## src/rtl/seg7_scan_driver.sv

```systemverilog
// seg7_scan_driver: multiplexed 7-segment driver with a per-frame snapshot
// and a blinking edit field for the clock's set mode.
//
// Ports:
//   clk        system clock, rising edge
//   reset      synchronous active-high reset
//   bcd_in     concatenated BCD digits, digit k at [4k+3:4k]
//   set_ena    1 = set mode, the selected field blinks
//   set_field  0 none, 1 digits 1:0, 2 digits 3:2, 3 digits 5:4
//   seg        segments a..g (seg[0]=a), pin polarity
//   dp         decimal point / HH.MM.SS separator, pin polarity
//   an         digit enables, one-hot when active, pin polarity
module seg7_scan_driver #(
   parameter int NUM_DIGITS = 6,
   parameter int SCAN_DIV   = 1000,
   parameter int BLINK_HALF = 250000,
   parameter bit ACTIVE_LOW = 1'b1
) (
   input  logic                    clk,
   input  logic                    reset,
   input  logic [4*NUM_DIGITS-1:0] bcd_in,
   input  logic                    set_ena,
   input  logic [1:0]              set_field,
   output logic [6:0]              seg,
   output logic                    dp,
   output logic [NUM_DIGITS-1:0]   an
);

   localparam int SW = $clog2(SCAN_DIV);
   localparam int DW = (NUM_DIGITS > 1) ? $clog2(NUM_DIGITS) : 1;
   localparam int BW = (BLINK_HALF > 1) ? $clog2(BLINK_HALF) : 1;

   localparam logic [SW-1:0] SCAN_LAST  = SW'(SCAN_DIV - 1);
   localparam logic [DW-1:0] DIG_LAST   = DW'(NUM_DIGITS - 1);
   localparam logic [BW-1:0] BLINK_LAST = BW'(BLINK_HALF - 1);

   localparam logic POL = ACTIVE_LOW;

   // scan timing
   logic [SW-1:0] scan_q, scan_d;
   logic [DW-1:0] dig_q, dig_d;

   // blink timing
   logic [BW-1:0] blink_cnt_q, blink_cnt_d;
   logic          blink_on_q, blink_on_d;

   // displayed snapshot
   logic [4*NUM_DIGITS-1:0] frame_q, frame_d;

   // pin-polarity output registers
   logic [6:0]            seg_q, seg_d;
   logic                  dp_q, dp_d;
   logic [NUM_DIGITS-1:0] an_q, an_d;

   logic                  scan_wrap;
   logic                  frame_end;
   logic [3:0]            digits [NUM_DIGITS];
   logic [3:0]            cur_bcd;
   logic [31:0]           dig_idx;
   logic                  in_pair;
   logic                  blank;
   logic                  sep;
   logic [NUM_DIGITS-1:0] onehot;
   logic [NUM_DIGITS-1:0] an_log;
   logic [6:0]            seg_log;
   logic                  dp_log;

   function automatic logic [6:0] seg_decode(input logic [3:0] d);
      logic [6:0] s;
      case (d)
         4'd0:    s = 7'h3F;
         4'd1:    s = 7'h06;
         4'd2:    s = 7'h5B;
         4'd3:    s = 7'h4F;
         4'd4:    s = 7'h66;
         4'd5:    s = 7'h6D;
         4'd6:    s = 7'h7D;
         4'd7:    s = 7'h07;
         4'd8:    s = 7'h7F;
         4'd9:    s = 7'h6F;
         default: s = 7'h00;
      endcase
      return s;
   endfunction

   for (genvar g = 0; g < NUM_DIGITS; g++) begin : g_dig
      assign digits[g] = frame_q[4*g +: 4];
   end

   assign scan_wrap = (scan_q == SCAN_LAST);
   assign frame_end = scan_wrap && (dig_q == DIG_LAST);

   always_comb begin
      scan_d  = scan_q + 1'b1;
      dig_d   = dig_q;
      frame_d = frame_q;
      if (scan_wrap) begin
         scan_d = '0;
         dig_d  = (dig_q == DIG_LAST) ? '0 : dig_q + 1'b1;
      end
      // snapshot only at the frame boundary so a frame never tears
      if (frame_end) begin
         frame_d = bcd_in;
      end
   end

   // Held at the start of a visible half-period while not in set mode,
   // so entering set mode always begins with a full visible phase.
   always_comb begin
      blink_cnt_d = '0;
      blink_on_d  = 1'b1;
      if (set_ena) begin
         blink_on_d = blink_on_q;
         if (blink_cnt_q == BLINK_LAST) begin
            blink_cnt_d = '0;
            blink_on_d  = ~blink_on_q;
         end else begin
            blink_cnt_d = blink_cnt_q + 1'b1;
         end
      end
   end

   assign cur_bcd = digits[dig_q];
   assign dig_idx = 32'(dig_q);

   // field f covers digits 2f-2 and 2f-1
   assign in_pair = (set_field != 2'd0) &&
                    ((dig_idx >> 1) == (32'(set_field) - 32'd1));
   assign blank   = set_ena && !blink_on_q && in_pair;
   assign sep     = (dig_idx == 32'd2) || (dig_idx == 32'd4);

   // first cycle of each slot is dark to hide segment changeover
   assign onehot  = NUM_DIGITS'(1) << dig_q;
   assign an_log  = (scan_q == '0) ? '0 : onehot;
   assign seg_log = blank ? 7'h00 : seg_decode(cur_bcd);
   assign dp_log  = sep && !blank;

   assign seg_d = seg_log ^ {7{POL}};
   assign dp_d  = dp_log ^ POL;
   assign an_d  = an_log ^ {NUM_DIGITS{POL}};

   always_ff @(posedge clk) begin
      if (reset) begin
         scan_q      <= '0;
         dig_q       <= '0;
         blink_cnt_q <= '0;
         blink_on_q  <= 1'b1;
         frame_q     <= '0;
         seg_q       <= {7{POL}};
         dp_q        <= POL;
         an_q        <= {NUM_DIGITS{POL}};
      end else begin
         scan_q      <= scan_d;
         dig_q       <= dig_d;
         blink_cnt_q <= blink_cnt_d;
         blink_on_q  <= blink_on_d;
         frame_q     <= frame_d;
         seg_q       <= seg_d;
         dp_q        <= dp_d;
         an_q        <= an_d;
      end
   end

   assign seg = seg_q;
   assign dp  = dp_q;
   assign an  = an_q;

endmodule

```

## config.mk

```make
export PLATFORM = sky130hd
export DESIGN_NAME = seg7_scan_driver
export DESIGN_NICKNAME = d
export VERILOG_FILES = /design/src/rtl/seg7_scan_driver.sv
export SDC_FILE = /design/constraint.sdc
export NUM_CORES = 1
export LEC_CHECK = 0
export ABC_AREA = 1
export CAP_MARGIN = 10
export CORE_MARGIN = 4
export CORE_UTILIZATION = 60
export CTS_CLUSTER_DIAMETER = 120
export DETAILED_ROUTE_END_ITERATION = 8
export PLACE_DENSITY_LB_ADDON = 0.05
export SLEW_MARGIN = 20
export SYNTH_ARGS = -nofsm -noshare
export SYNTH_HDL_FRONTEND = slang
export SYNTH_SLANG_ARGS = --single-unit
```

## constraint.sdc

```tcl
create_clock -name clk -period 3.2 [get_ports clk]
set_input_delay 0.64 -clock clk [delete_from_list [all_inputs] [get_ports clk]]
set_output_delay 0.64 -clock clk [all_outputs]
set_load 0.02 [all_outputs]
```

==> impl_metrics.env <==
export IMPL_cts_tree="yes"
export IMPL_crit_cells=11
export IMPL_grt_pass1_vias=2992
export IMPL_setup_ws_ns=0.768
export IMPL_placementRows=27
export IMPL_clock_latency_ns=0.35
export IMPL_synth_top_family_by_area="simple AND/OR/NAND/NOR gates"
export IMPL_finalSetupViolations=0
export IMPL_dp_cells=618
export IMPL_cpLargestDelayFamily="simple AND/OR/NAND/NOR gates"
export IMPL_r2r_start="dig_q[0]$_SDFFE_PP0N_"
export IMPL_core_area_um2=5570
export IMPL_max_freq_mhz=411
export IMPL_setup_tns_ns=0
export IMPL_synth_cell_area_um2=3470
export IMPL_vias=3301
export IMPL_cts_resized_gates=0
export IMPL_grt_overflow_total=0
export IMPL_rsz0062_at_grt="false"
export IMPL_wl_um=7690
export IMPL_antenna_found_initial=0
export IMPL_area_growth_pct=19.1
export IMPL_drtIter0Drc=182
export IMPL_p_int_uw=1390
export IMPL_final_antenna_net_count=0
export IMPL_globalplace_congestion=0.886
export IMPL_critPathCapture="seg[0]$_SDFF_PP1_"
export IMPL_clkSlewWorstSetupHoldPaths_ns=0.07
export IMPL_fp_dieW_um=84.1
export IMPL_status="complete, no violations"
export IMPL_cts_buffers=9
export IMPL_num_antenna_cells=0
export IMPL_syn_num_nets=557
export IMPL_rr_worst_depth=11
export IMPL_critical_path_max_stage_delay_ns=0.60
export IMPL_nNetsFinal=596
export IMPL_cts_root_buffer="clkbuf_8"
export IMPL_holdBufCountCts=0
export IMPL_grt_usage=0.228
export IMPL_cp_max_fo=13
export IMPL_synth_compound_area_frac=0.0403
export IMPL_worstSetupStartpointType="flop"
export IMPL_path_buf_inv=2
export IMPL_required_ns=3.41
export IMPL_crit_chain="inv_2, nand2_1, nand2_1, nand2_1, nand3_1, a21oi_1, inv_1, ha_1, nand3b_1, nand3_1, nand3_1"
export IMPL_die_y_um=84.1
export IMPL_synth_cells=518
export IMPL_post_place_ws_ns=0.906
export IMPL_reg2reg_to="seg[0]$_SDFF_PP1_"
export IMPL_drv_cap=0
export IMPL_min_period_ns=2.43
export IMPL_pin_count=43
export IMPL_min_period_over_period=0.760
export IMPL_clkSinkCount=70
export IMPL_hp_class="flop to flop"
export IMPL_p_sw_frac=0.213
export IMPL_drt_pass1_iter_count=5
export IMPL_wl_per_cell_um=12.1
export IMPL_pwr_share_comb=0.059
export IMPL_critPathLaunch="dig_q[0]$_SDFFE_PP0N_"
export IMPL_seqPwrFrac=0.500
export IMPL_drcViolationCount=0
export IMPL_yosysSeqAreaShare=0.403
export IMPL_grt_pass1_wl_um=13200
export IMPL_synthAdderAreaFrac=0.0360
export IMPL_avgSynthCellArea_um2=6.71
export IMPL_fin_skew_ns=0.00450
export IMPL_yosysUniqueCellTypes=24
export IMPL_cp_slowest_cell="dfxtp_1"
export IMPL_layout_cells_non_filler=634
export IMPL_start_util=0.623
export IMPL_die_area_um2=7070
export IMPL_powerDensity_nw_per_um2=428
export IMPL_r2r_setup_slack_ns=0.77
export IMPL_synth_warnings=0
export IMPL_final_layout_size_suffix_gt1_frac=0.0516
export IMPL_arrival_ns=2.65
export IMPL_place_hpwl_um=5410
export IMPL_synth_xor_area_share=0.0177
export IMPL_htreeDepth=3
export IMPL_relSlewSlack=0.634
export IMPL_port_buffer_count=42
export IMPL_post_cts_setup_buffer_count=0
export IMPL_p_leak_uw=0.00184
export IMPL_clockPowerShare=0.441
export IMPL_clockBufferDepth=2
export IMPL_grt_max_degree=29
export IMPL_p_sw_uw=376
export IMPL_peakVddDrop_mv=0.440
export IMPL_synth_mux_area_frac=0
export IMPL_worst_pin_slew_ns=0.548
export IMPL_via_per_inst=5.21
export IMPL_synthSimpleGateAreaFrac=0.392
export IMPL_crit_type="flop to flop"
export IMPL_final_hold_violation_count=0
export IMPL_end_kind="flop"
export IMPL_synth_seq_cells=70
export IMPL_slew_viol_final=0
-- layout by cell type (no fill, tap or decap) --
master and count:
nand4_1 35, nor2_4 1, dfxtp_1 70, nand3b_1 1, nor3_1 16, nor4_1 3, ha_1 10, nand3_1 37
nor3b_1 1, clkdlybuf4s50_1 42, bufinv_16 2, nand2_2 1, a21oi_1 19, nor2_1 86, nand2_1 122, o21ai_0 8
or2_2 4, o21ai_1 1, nor4_4 1, inv_1 73, clkinv_2 2, buf_4 4, xor2_1 7, inv_2 4
clkbuf_8 10, clkbuf_1 2
-- kinds of logic (layout without fill, tap and decap cells) --
kind of cell | Yosys count | count (layout)
XOR/XNOR | 7 | 7
buffers and inverters | 95 | 139
AND/OR/NAND/NOR | 308 | 308
AO/OA/AOI/OAI | 28 | 28
adder cells (fa/ha/maj) | 10 | 10
flip-flops | 70 | 70
-- layer usage --
layer,vias to the layer above,track usage,share of wire
met1,1457,0.280,0.46
met5,-,0,0
met3,13,0.0543,0.059
met4,0,0.0965,0.019
met2,107,0.381,0.46
li1,1724,-,-
-- power by group through the flow --
stage | registers (uW) | clock network (uW) | logic [uW]
floorplan | 912 | 0 | 42.9
global placement | 906 | 0 | 103
CTS | 886 | 797 | 105
global route | 887 | 831 | 114
detailed placement | 906 | 0 | 105
finish | 886 | 781 | 104
-- worst reg2reg max path, delay by kind of cell (launching register included) --
family	cells	cell delay (ns)
AOI/OAI and AO/OA	1	0.42
adders and majority gates	1	0.22
buffers and inverters	2	0.33
DFF	1	0.60
and+or+nand+nor	7	0.74
-- stage by stage --
| stage | area, um^2 | util | hold slack [ns] | power [uW] |
|---|---|---|---|---|
| 4_1_cts | 4140 | 0.742 | 0.458 | 1790 |
| 3_5_place_dp | 3920 | 0.703 | 0.441 | 1010 |
| 2_1_floorplan | 3470 | - | 0.418 | 955 |
| 3_3_place_gp | 3920 | 0.703 | 0.435 | 1010 |
| 5_1_grt | 4140 | 0.742 | 0.480 | 1830 |
| 6_report | 4140 | 0.742 | 0.455 | 1770 |
-- sequential cells by signal, indices dropped and copies added (netlist names) --
| name | count |
|---|---|
| frame_q | 24 |
| blink_cnt_q | 18 |
| scan_q | 10 |
| seg | 7 |
| an | 6 |
| dig_q | 3 |
| blink_on_q | 1 |
| dp | 1 |
-- cells in the mapped netlist --
cell type | number | area, um^2
xor2_1 | 7 | 61.3
clkbuf_1 | 6 | 22.5
buf_1 | 1 | 3.75
buf_6 | 2 | 22.5
o21ai_1 | 1 | 5.00
nand2_1 | 122 | 458
nor3_1 | 16 | 80.1
a21oi_1 | 19 | 95.1
dfxtp_1 | 70 | 1400
ha_1 | 10 | 125
nand3_1 | 37 | 185
nand2_2 | 1 | 6.26
nor3b_1 | 1 | 7.51
nor2_4 | 1 | 11.3
or2_2 | 4 | 25.0
nand4_1 | 35 | 219
o21ai_0 | 8 | 40.0
inv_1 | 73 | 274
nor4_1 | 3 | 18.8
buf_2 | 9 | 45.0
inv_2 | 4 | 15.0
nor2_1 | 86 | 323
nand3b_1 | 1 | 7.51
nor4_4 | 1 | 21.3
-- worst min path at each step --
stage / startpoint / to / slack, ns / cells past startpoint
after global placement: blink_cnt_q[0]$_SDFF_PP0_ / blink_cnt_q[0]$_SDFF_PP0_ / 0.44 / 1
after global routing: blink_cnt_q[0]$_SDFF_PP0_ / blink_cnt_q[0]$_SDFF_PP0_ / 0.48 / 1
after CTS: blink_cnt_q[0]$_SDFF_PP0_ / blink_cnt_q[0]$_SDFF_PP0_ / 0.46 / 1
after floorplan: blink_cnt_q[0]$_SDFF_PP0_ / blink_cnt_q[0]$_SDFF_PP0_ / 0.42 / 1
final: blink_cnt_q[0]$_SDFF_PP0_ / blink_cnt_q[0]$_SDFF_PP0_ / 0.46 / 1
after detailed placement: blink_cnt_q[0]$_SDFF_PP0_ / blink_cnt_q[0]$_SDFF_PP0_ / 0.44 / 1
-- cell type report --
| type | instances | area [um^2] |
|---|---|---|
| Fill cell | 459 | 1440 |
| Clock inverter | 4 | 70.1 |
| Multi-Input combinational cell | 353 | 1690 |
| Clock buffer | 12 | 145 |
| Sequential cell | 70 | 1400 |
| Inverter | 77 | 289 |
| Timing Repair Buffer | 46 | 450 |
| Tap cell | 72 | 90.1 |
Power figures use the tool's default switching activity.
